$ cat src/rtl/mem16_wide_master.sv
// mem16_wide_master
//   Bus initiator for the 16-bit word-addressed register bus. One host request for a
//   1..4-word register becomes a series of single-word read or write strobes. Each strobe
//   waits for its completion, and the wide value is split (writes) or assembled (reads)
//   in big-endian word order: word 0 is the most significant 16 bits.
//
// Ports
//   clk, rst_n      clock (rising edge), synchronous active-low reset
//   req_i, we_i     host request / direction (1 = write), sampled while ready_o is high
//   addr_i          base word address; word k goes to addr_i + k (wraps modulo 2^19)
//   nwords_i        number of words minus one
//   wdata_i         write value, right-aligned in the low 16*N bits
//   ready_o         idle, request can be accepted
//   done_o, err_o   one-cycle end-of-transfer pulse; err_o = 1 when aborted by timeout
//   rdata_o         assembled read value, held until the next accepted request
//   bus_*           word address, write data, read/write strobes, slave completions
//
// Parameter
//   TIMEOUT         cycles allowed from a strobe to its completion (1..65535)

module mem16_wide_master #(
    parameter int unsigned TIMEOUT = 255
) (
    input  logic        clk,
    input  logic        rst_n,
    input  logic        req_i,
    input  logic        we_i,
    input  logic [18:0] addr_i,
    input  logic [1:0]  nwords_i,
    input  logic [63:0] wdata_i,
    output logic        ready_o,
    output logic        done_o,
    output logic        err_o,
    output logic [63:0] rdata_o,
    output logic [18:0] bus_addr_o,
    output logic [15:0] bus_wr_data_o,
    output logic        bus_rd_mem_o,
    output logic        bus_wr_mem_o,
    input  logic [15:0] bus_rd_data_i,
    input  logic        bus_rd_done_i,
    input  logic        bus_wr_done_i
);

    typedef enum logic [1:0] {
        StIdle  = 2'd0,
        StIssue = 2'd1,
        StWait  = 2'd2
    } state_e;

    // Last counter value that may still accept a completion.
    localparam logic [15:0] TmoLast = 16'(TIMEOUT - 1);

    state_e      state_q, state_d;
    logic        we_q, we_d;
    logic [18:0] base_q, base_d;
    logic [1:0]  nwords_q, nwords_d;
    logic [63:0] wdata_q, wdata_d;
    logic [1:0]  idx_q, idx_d;
    logic [15:0] tmo_q, tmo_d;
    logic [63:0] rdata_q, rdata_d;
    logic        ready_q, ready_d;
    logic        done_q, done_d;
    logic        err_q, err_d;
    logic [18:0] bus_addr_q, bus_addr_d;
    logic [15:0] bus_wr_data_q, bus_wr_data_d;
    logic        rd_mem_q, rd_mem_d;
    logic        wr_mem_q, wr_mem_d;

    logic        match;
    logic [1:0]  cur_slot;
    logic [1:0]  next_slot;

    always_comb begin
        state_d       = state_q;
        we_d          = we_q;
        base_d        = base_q;
        nwords_d      = nwords_q;
        wdata_d       = wdata_q;
        idx_d         = idx_q;
        tmo_d         = tmo_q;
        rdata_d       = rdata_q;
        done_d        = 1'b0;
        err_d         = 1'b0;
        bus_addr_d    = bus_addr_q;
        bus_wr_data_d = bus_wr_data_q;
        rd_mem_d      = 1'b0;
        wr_mem_d      = 1'b0;

        match     = we_q ? bus_wr_done_i : bus_rd_done_i;
        // Word k lives in 16-bit slot (N-1-k) of the wide value.
        cur_slot  = nwords_q - idx_q;
        next_slot = cur_slot - 2'd1;

        unique case (state_q)
            StIdle: begin
                if (req_i) begin
                    we_d       = we_i;
                    base_d     = addr_i;
                    nwords_d   = nwords_i;
                    wdata_d    = wdata_i;
                    idx_d      = 2'd0;
                    tmo_d      = 16'd0;
                    rdata_d    = 64'd0;
                    bus_addr_d = addr_i;
                    if (we_i) begin
                        bus_wr_data_d = wdata_i[{nwords_i, 4'b0000} +: 16];
                    end
                    rd_mem_d   = ~we_i;
                    wr_mem_d   = we_i;
                    state_d    = StIssue;
                end
            end

            StIssue: begin
                // The strobe cycle itself counts toward the timeout; completions seen
                // here are ignored, so a timeout of one cycle can never be met.
                if (TIMEOUT <= 1) begin
                    done_d  = 1'b1;
                    err_d   = 1'b1;
                    state_d = StIdle;
                end else begin
                    tmo_d   = tmo_q + 16'd1;
                    state_d = StWait;
                end
            end

            StWait: begin
                if (match) begin
                    if (!we_q) begin
                        rdata_d[{cur_slot, 4'b0000} +: 16] = bus_rd_data_i;
                    end
                    if (idx_q == nwords_q) begin
                        done_d  = 1'b1;
                        state_d = StIdle;
                    end else begin
                        idx_d      = idx_q + 2'd1;
                        tmo_d      = 16'd0;
                        bus_addr_d = base_q + 19'(idx_q) + 19'd1;
                        if (we_q) begin
                            bus_wr_data_d = wdata_q[{next_slot, 4'b0000} +: 16];
                        end
                        rd_mem_d   = ~we_q;
                        wr_mem_d   = we_q;
                        state_d    = StIssue;
                    end
                end else if (tmo_q == TmoLast) begin
                    done_d  = 1'b1;
                    err_d   = 1'b1;
                    state_d = StIdle;
                end else begin
                    tmo_d = tmo_q + 16'd1;
                end
            end

            default: state_d = StIdle;
        endcase

        ready_d = (state_d == StIdle);
    end

    always_ff @(posedge clk) begin
        if (!rst_n) begin
            state_q       <= StIdle;
            we_q          <= 1'b0;
            base_q        <= 19'd0;
            nwords_q      <= 2'd0;
            wdata_q       <= 64'd0;
            idx_q         <= 2'd0;
            tmo_q         <= 16'd0;
            rdata_q       <= 64'd0;
            ready_q       <= 1'b1;
            done_q        <= 1'b0;
            err_q         <= 1'b0;
            bus_addr_q    <= 19'd0;
            bus_wr_data_q <= 16'd0;
            rd_mem_q      <= 1'b0;
            wr_mem_q      <= 1'b0;
        end else begin
            state_q       <= state_d;
            we_q          <= we_d;
            base_q        <= base_d;
            nwords_q      <= nwords_d;
            wdata_q       <= wdata_d;
            idx_q         <= idx_d;
            tmo_q         <= tmo_d;
            rdata_q       <= rdata_d;
            ready_q       <= ready_d;
            done_q        <= done_d;
            err_q         <= err_d;
            bus_addr_q    <= bus_addr_d;
            bus_wr_data_q <= bus_wr_data_d;
            rd_mem_q      <= rd_mem_d;
            wr_mem_q      <= wr_mem_d;
        end
    end

    assign ready_o       = ready_q;
    assign done_o        = done_q;
    assign err_o         = err_q;
    assign rdata_o       = rdata_q;
    assign bus_addr_o    = bus_addr_q;
    assign bus_wr_data_o = bus_wr_data_q;
    assign bus_rd_mem_o  = rd_mem_q;
    assign bus_wr_mem_o  = wr_mem_q;

endmodule
$ cat config.mk
export PLATFORM = sky130hd
export DESIGN_NAME = mem16_wide_master
export DESIGN_NICKNAME = d
export VERILOG_FILES = /design/src/rtl/mem16_wide_master.sv
export SDC_FILE = /design/constraint.sdc
export NUM_CORES = 1
export LEC_CHECK = 0
export BUFFER_PORTS_ARGS = -buffer_cell sky130_fd_sc_hd__clkbuf_2
export CAP_MARGIN = 20
export CORE_MARGIN = 3
export CORE_UTILIZATION = 41
export CTS_CLUSTER_DIAMETER = 50
export DETAILED_ROUTE_END_ITERATION = 7
export GPL_TIMING_DRIVEN = 0
export HOLD_SLACK_MARGIN = 0.12
export PLACE_DENSITY = 0.69
export SLEW_MARGIN = 20
export SYNTH_ARGS = -nofsm -noshare
export SYNTH_HDL_FRONTEND = slang
export SYNTH_SLANG_ARGS = --single-unit
$ cat constraint.sdc
create_clock -name clk -period 5.8 [get_ports clk]
set_input_delay 0.29 -clock clk [delete_from_list [all_inputs] [get_ports clk]]
set_output_delay 0.29 -clock clk [all_outputs]
set_load 0.01 [all_outputs]
==> summary.md <==
| Metric | Value |
|---|---|
| Outcome | finished clean |
| Die Width | between 150 and 200 um |
| Ys flop type | dfxtp_1 |
| Beginning of the critical path | idx_q[1] |
| Final hold violation count | 0 |
| First-pass GRT wire length | about 50 mm |
| Worst-path clk slew | roughly 0.06 ns |
| Final Wtd Congestion | around 0.93 |
| Tmin final | 3.27 ns |
| Max IR drop VDD | between 0.2 and 0.25 mV |
| Largest net degree at the start of global routing | 14 |
| Sequential cell area fraction in the yosys report | 43.9% |
| Avg Cell Area, Syn | approximately 8.7 um2 |
| CTS tree | built |
| Boundary pin count | between 200 and 250 |
| Sw Ratio | 30.1% |
| Max Cap Viol | 0 |
| Gr usage total | between 20% and 30% |
| Tcrit/Tclk final | between 50% and 60% |
| # resized after CTS | 0 |
| Leakage Power | roughly 5.2 nW |
| Share of post-route cells with drive strength above 1 | between 20% and 30% |
| Row count | between 50 and 60 |
| Synth Instances | approximately 1100 |
| Comb pwr share | approximately 19% |
| Reg-to-reg slack, setup | ~2.5 ns |
| Routed WL | approximately 33 mm |
| Ys async rst share | 0% |
| Synth area leader | dfxtp_1 |
| WS Path Type | reg2reg |
| Filler cell count | around 2000 |
| CP startpoint kind | flop |
| Avg WL per Cell | between 15 and 20 um |
| Port Buffers | a little over 200 |
| Congestion Overflow GR | 0 |
| Syn_nets | about 1200 |
| H-tree depth | 1 |
| Yosys Warn Count | 0 |
| DR vias/cell | about 5.4 |
| Power Density | ~310 mW/mm2 |
| RSZ-0062 raised after global routing | false |
| Num CTS Buffers | 27 |
| Grt peak-use layer | met2 |
| Antenna violations before repair | 0 |
| CTS root buffer | clkbuf_16 |
| Grt met3 use | under 10% |
| Total net switching power | between 0.001 and 0.0015 W |
| Area share of the largest cell type after synthesis | a little over two fifths |
| # nets final | between 1500 and 2000 |
| Drt pass-1 iters | 7 |
| R2R Path Start | idx_q[1] |
| Internal Dissipation | approximately 0.0028 W |
| Clock tree buffer depth | 3 |
| Area growth syn-to-layout | 34.9% |
| DR DRC count | 0 |
| Final Max Tran Viols | 0 |
| Worst Path Max Fanout | 10 |
| GR Util met1 | roughly a third |
| Die ar. | between 0.02 and 0.03 mm2 |
| Endpoint class of the critical path | flop |
| Synth Register Bits | 210 |
| Vias | ~9600 |
| Required time of the worst setup path | between 6 and 7 ns |
| Critical path arrival | ~3.6 ns |
| Clk_lat worst skew | ~0.52 ns |
| Ant diodes | 0 |
| Die Ht | approximately 160 um |
| Core area | about 0.023 mm2 |
| Setup bufs post-CTS | 0 |
| Mapped cell area | between 0.009 and 0.01 mm2 |
| Initial DRC count | approximately 750 |
| Worst Skew | 0.00983 ns |
| Ranking of synthesized cells by area | dfxtp_1 44%, nand2_1 9.7%, a21oi_1 8.2% |
| Post-DP HPWL | 22.4 mm |
| Max Fclk | slightly above 300 MHz |
| Initial Util | 42.0% |
| Distinct cells, synth | between 60 and 70 |
| Relative slew slack | between 30% and 40% |
| Post-synth EDFFs | 0 |
| Start point of the worst hold path | bus_rd_done_i |
| # setup viols final | 0 |
| Worst slew pin tran | approximately 0.9 ns |
| Hold_ws | 0.238 ns |
| CTS sink cnt | between 200 and 250 |
| Met2 Track Usage GR | around two fifths |
| Vias in the first global route | 9679 |
| Hold Path Class | in2reg |
| Sequential power share | about two fifths |
| Clk pwr share | between 40% and 50% |
| Antenna viol nets, final | 0 |
| Final setup TNS | 0 ns |
-- state kept, by name, summed over array words and instances, names as in the netlist, 2 cells and up --
register and flops:
rdata_o 64, wdata_q 64, base_q 19, bus_addr_o 19, bus_wr_data_o 16, tmo_q 16
idx_q 2, nwords_q 2, state_q 2
-- placed cells by master (no fill, tap or decap), types with 14 or more instances in the layout --
cell,count
a211oi_2,14
a21oi_1,157
a22oi_1,16
buf_2,20
clkbuf_1,49
clkbuf_16,27
clkbuf_2,207
dfxtp_1,210
dlygate4sd3_1,101
ha_1,15
inv_1,14
mux2i_1,19
mux4_2,32
nand2_1,247
nand3_1,70
nand4_1,16
nor2_1,58
-- cell usage after synthesis, types with 2 or more instances --
cell type	count
nand2_1	247
dfxtp_1	210
a21oi_1	157
nand3_1	70
nor2_1	58
clkbuf_1	46
mux4_2	32
buf_2	20
mux2i_1	19
a22oi_1	16
nand4_1	16
ha_1	15
a211oi_2	14
inv_1	14
o211ai_1	12
xor2_1	11
o21ai_0	10
o21ai_1	10
xnor2_1	9
buf_1	8
nor3_1	7
and3_1	6
or3_1	6
and2_1	5
or4_1	5
a211o_1	4
a211oi_1	4
and4_1	4
buf_4	4
o31ai_1	4
a21o_1	3
a21oi_2	3
nand2b_1	3
nor2b_1	3
o41ai_1	3
buf_6	2
inv_2	2
mux2_2	2
mux2i_2	2
nor3_4	2
nor4_1	2
nor4_2	2
o2111ai_1	2
or4b_1	2
-- stage by stage --
step,util [%],instances,instance area [um2],setup WS (ns),total power [W]
after CTS,56.7,1768,12900,2.58,0.00406
after global routing,56.7,1768,12900,2.46,0.00421
after global placement,48.3,1618,11000,2.63,0.00232
after detailed placement,48.3,1618,11000,2.64,0.00233
after floorplan,-,1098,9570,3.28,0.00207
final,56.7,1768,12900,2.53,0.00405
-- per-layer routing --
metal | share of wire, % | wire, um | vias up
met3 | 8.0 | 2610 | 72
met4 | 2.7 | 885 | 0
li1 | - | - | 4548
met1 | 42 | 13600 | 4468
met2 | 48 | 15500 | 477
met5 | 0 | 0 | -
-- cell families after synthesis --
logic type      after synthesis  synth area share [%]
mux                          55                  10.0
compound gates              257                  17.0
simple gates                444                  20.7
flops                       210                  43.9
fa+ha+maj                    16                  2.17
buf+inv                      96                  4.34
xor+xnor                     20                  1.83
-- power by group through the flow --
stage	Combinational, W	Clock [W]	Sequential (W)
after floorplan	0.000443	0	0.00163
after global routing	0.000843	0.00176	0.00160
after global placement	0.000700	0	0.00162
after CTS	0.000765	0.00170	0.00159
final	0.000782	0.00168	0.00160
after detailed placement	0.000710	0	0.00162
-- repair_timing --
item                                    in CTS  in global routing
endpoints found under the setup margin       0                  0
endpoints found under the hold margin      155                  0
hold buffers                               101                  0
-- final timing paths --
check / endpoint / cells after the start
worst min register to register: rdata_o[40] / 2
worst min-delay path: err_o / 3
worst max register to register: bus_wr_data_o[13] / 8
worst max-delay path: bus_wr_data_o[13] / 8
-- cell type report --
| type | count | area [um2] | area share, % |
|---|---|---|---|
| clock buffers | 33 | 728 | 5.64 |
| clock inverters | 16 | 176 | 1.37 |
| plain buffers | 80 | 355 | 2.75 |
| multi-input cells | 792 | 4950 | 38.3 |
| flip-flops and latches | 210 | 4200 | 32.6 |
| well taps | 313 | 392 | 3.03 |
| inverters | 16 | 60.1 | 0.465 |
| repair buffers | 308 | 2050 | 15.8 |
-- critical path, stage by stage (launching register included) --
cell and delay [ns]:
dfxtp_1 0.37, xnor2_1 0.52, xnor2_1 0.22, ha_1 0.35
buf_2 0.33, buf_1 0.57, mux4_2 0.42, mux2i_1 0.22
a211oi_2 0.11
Power figures use the tool's default switching activity.
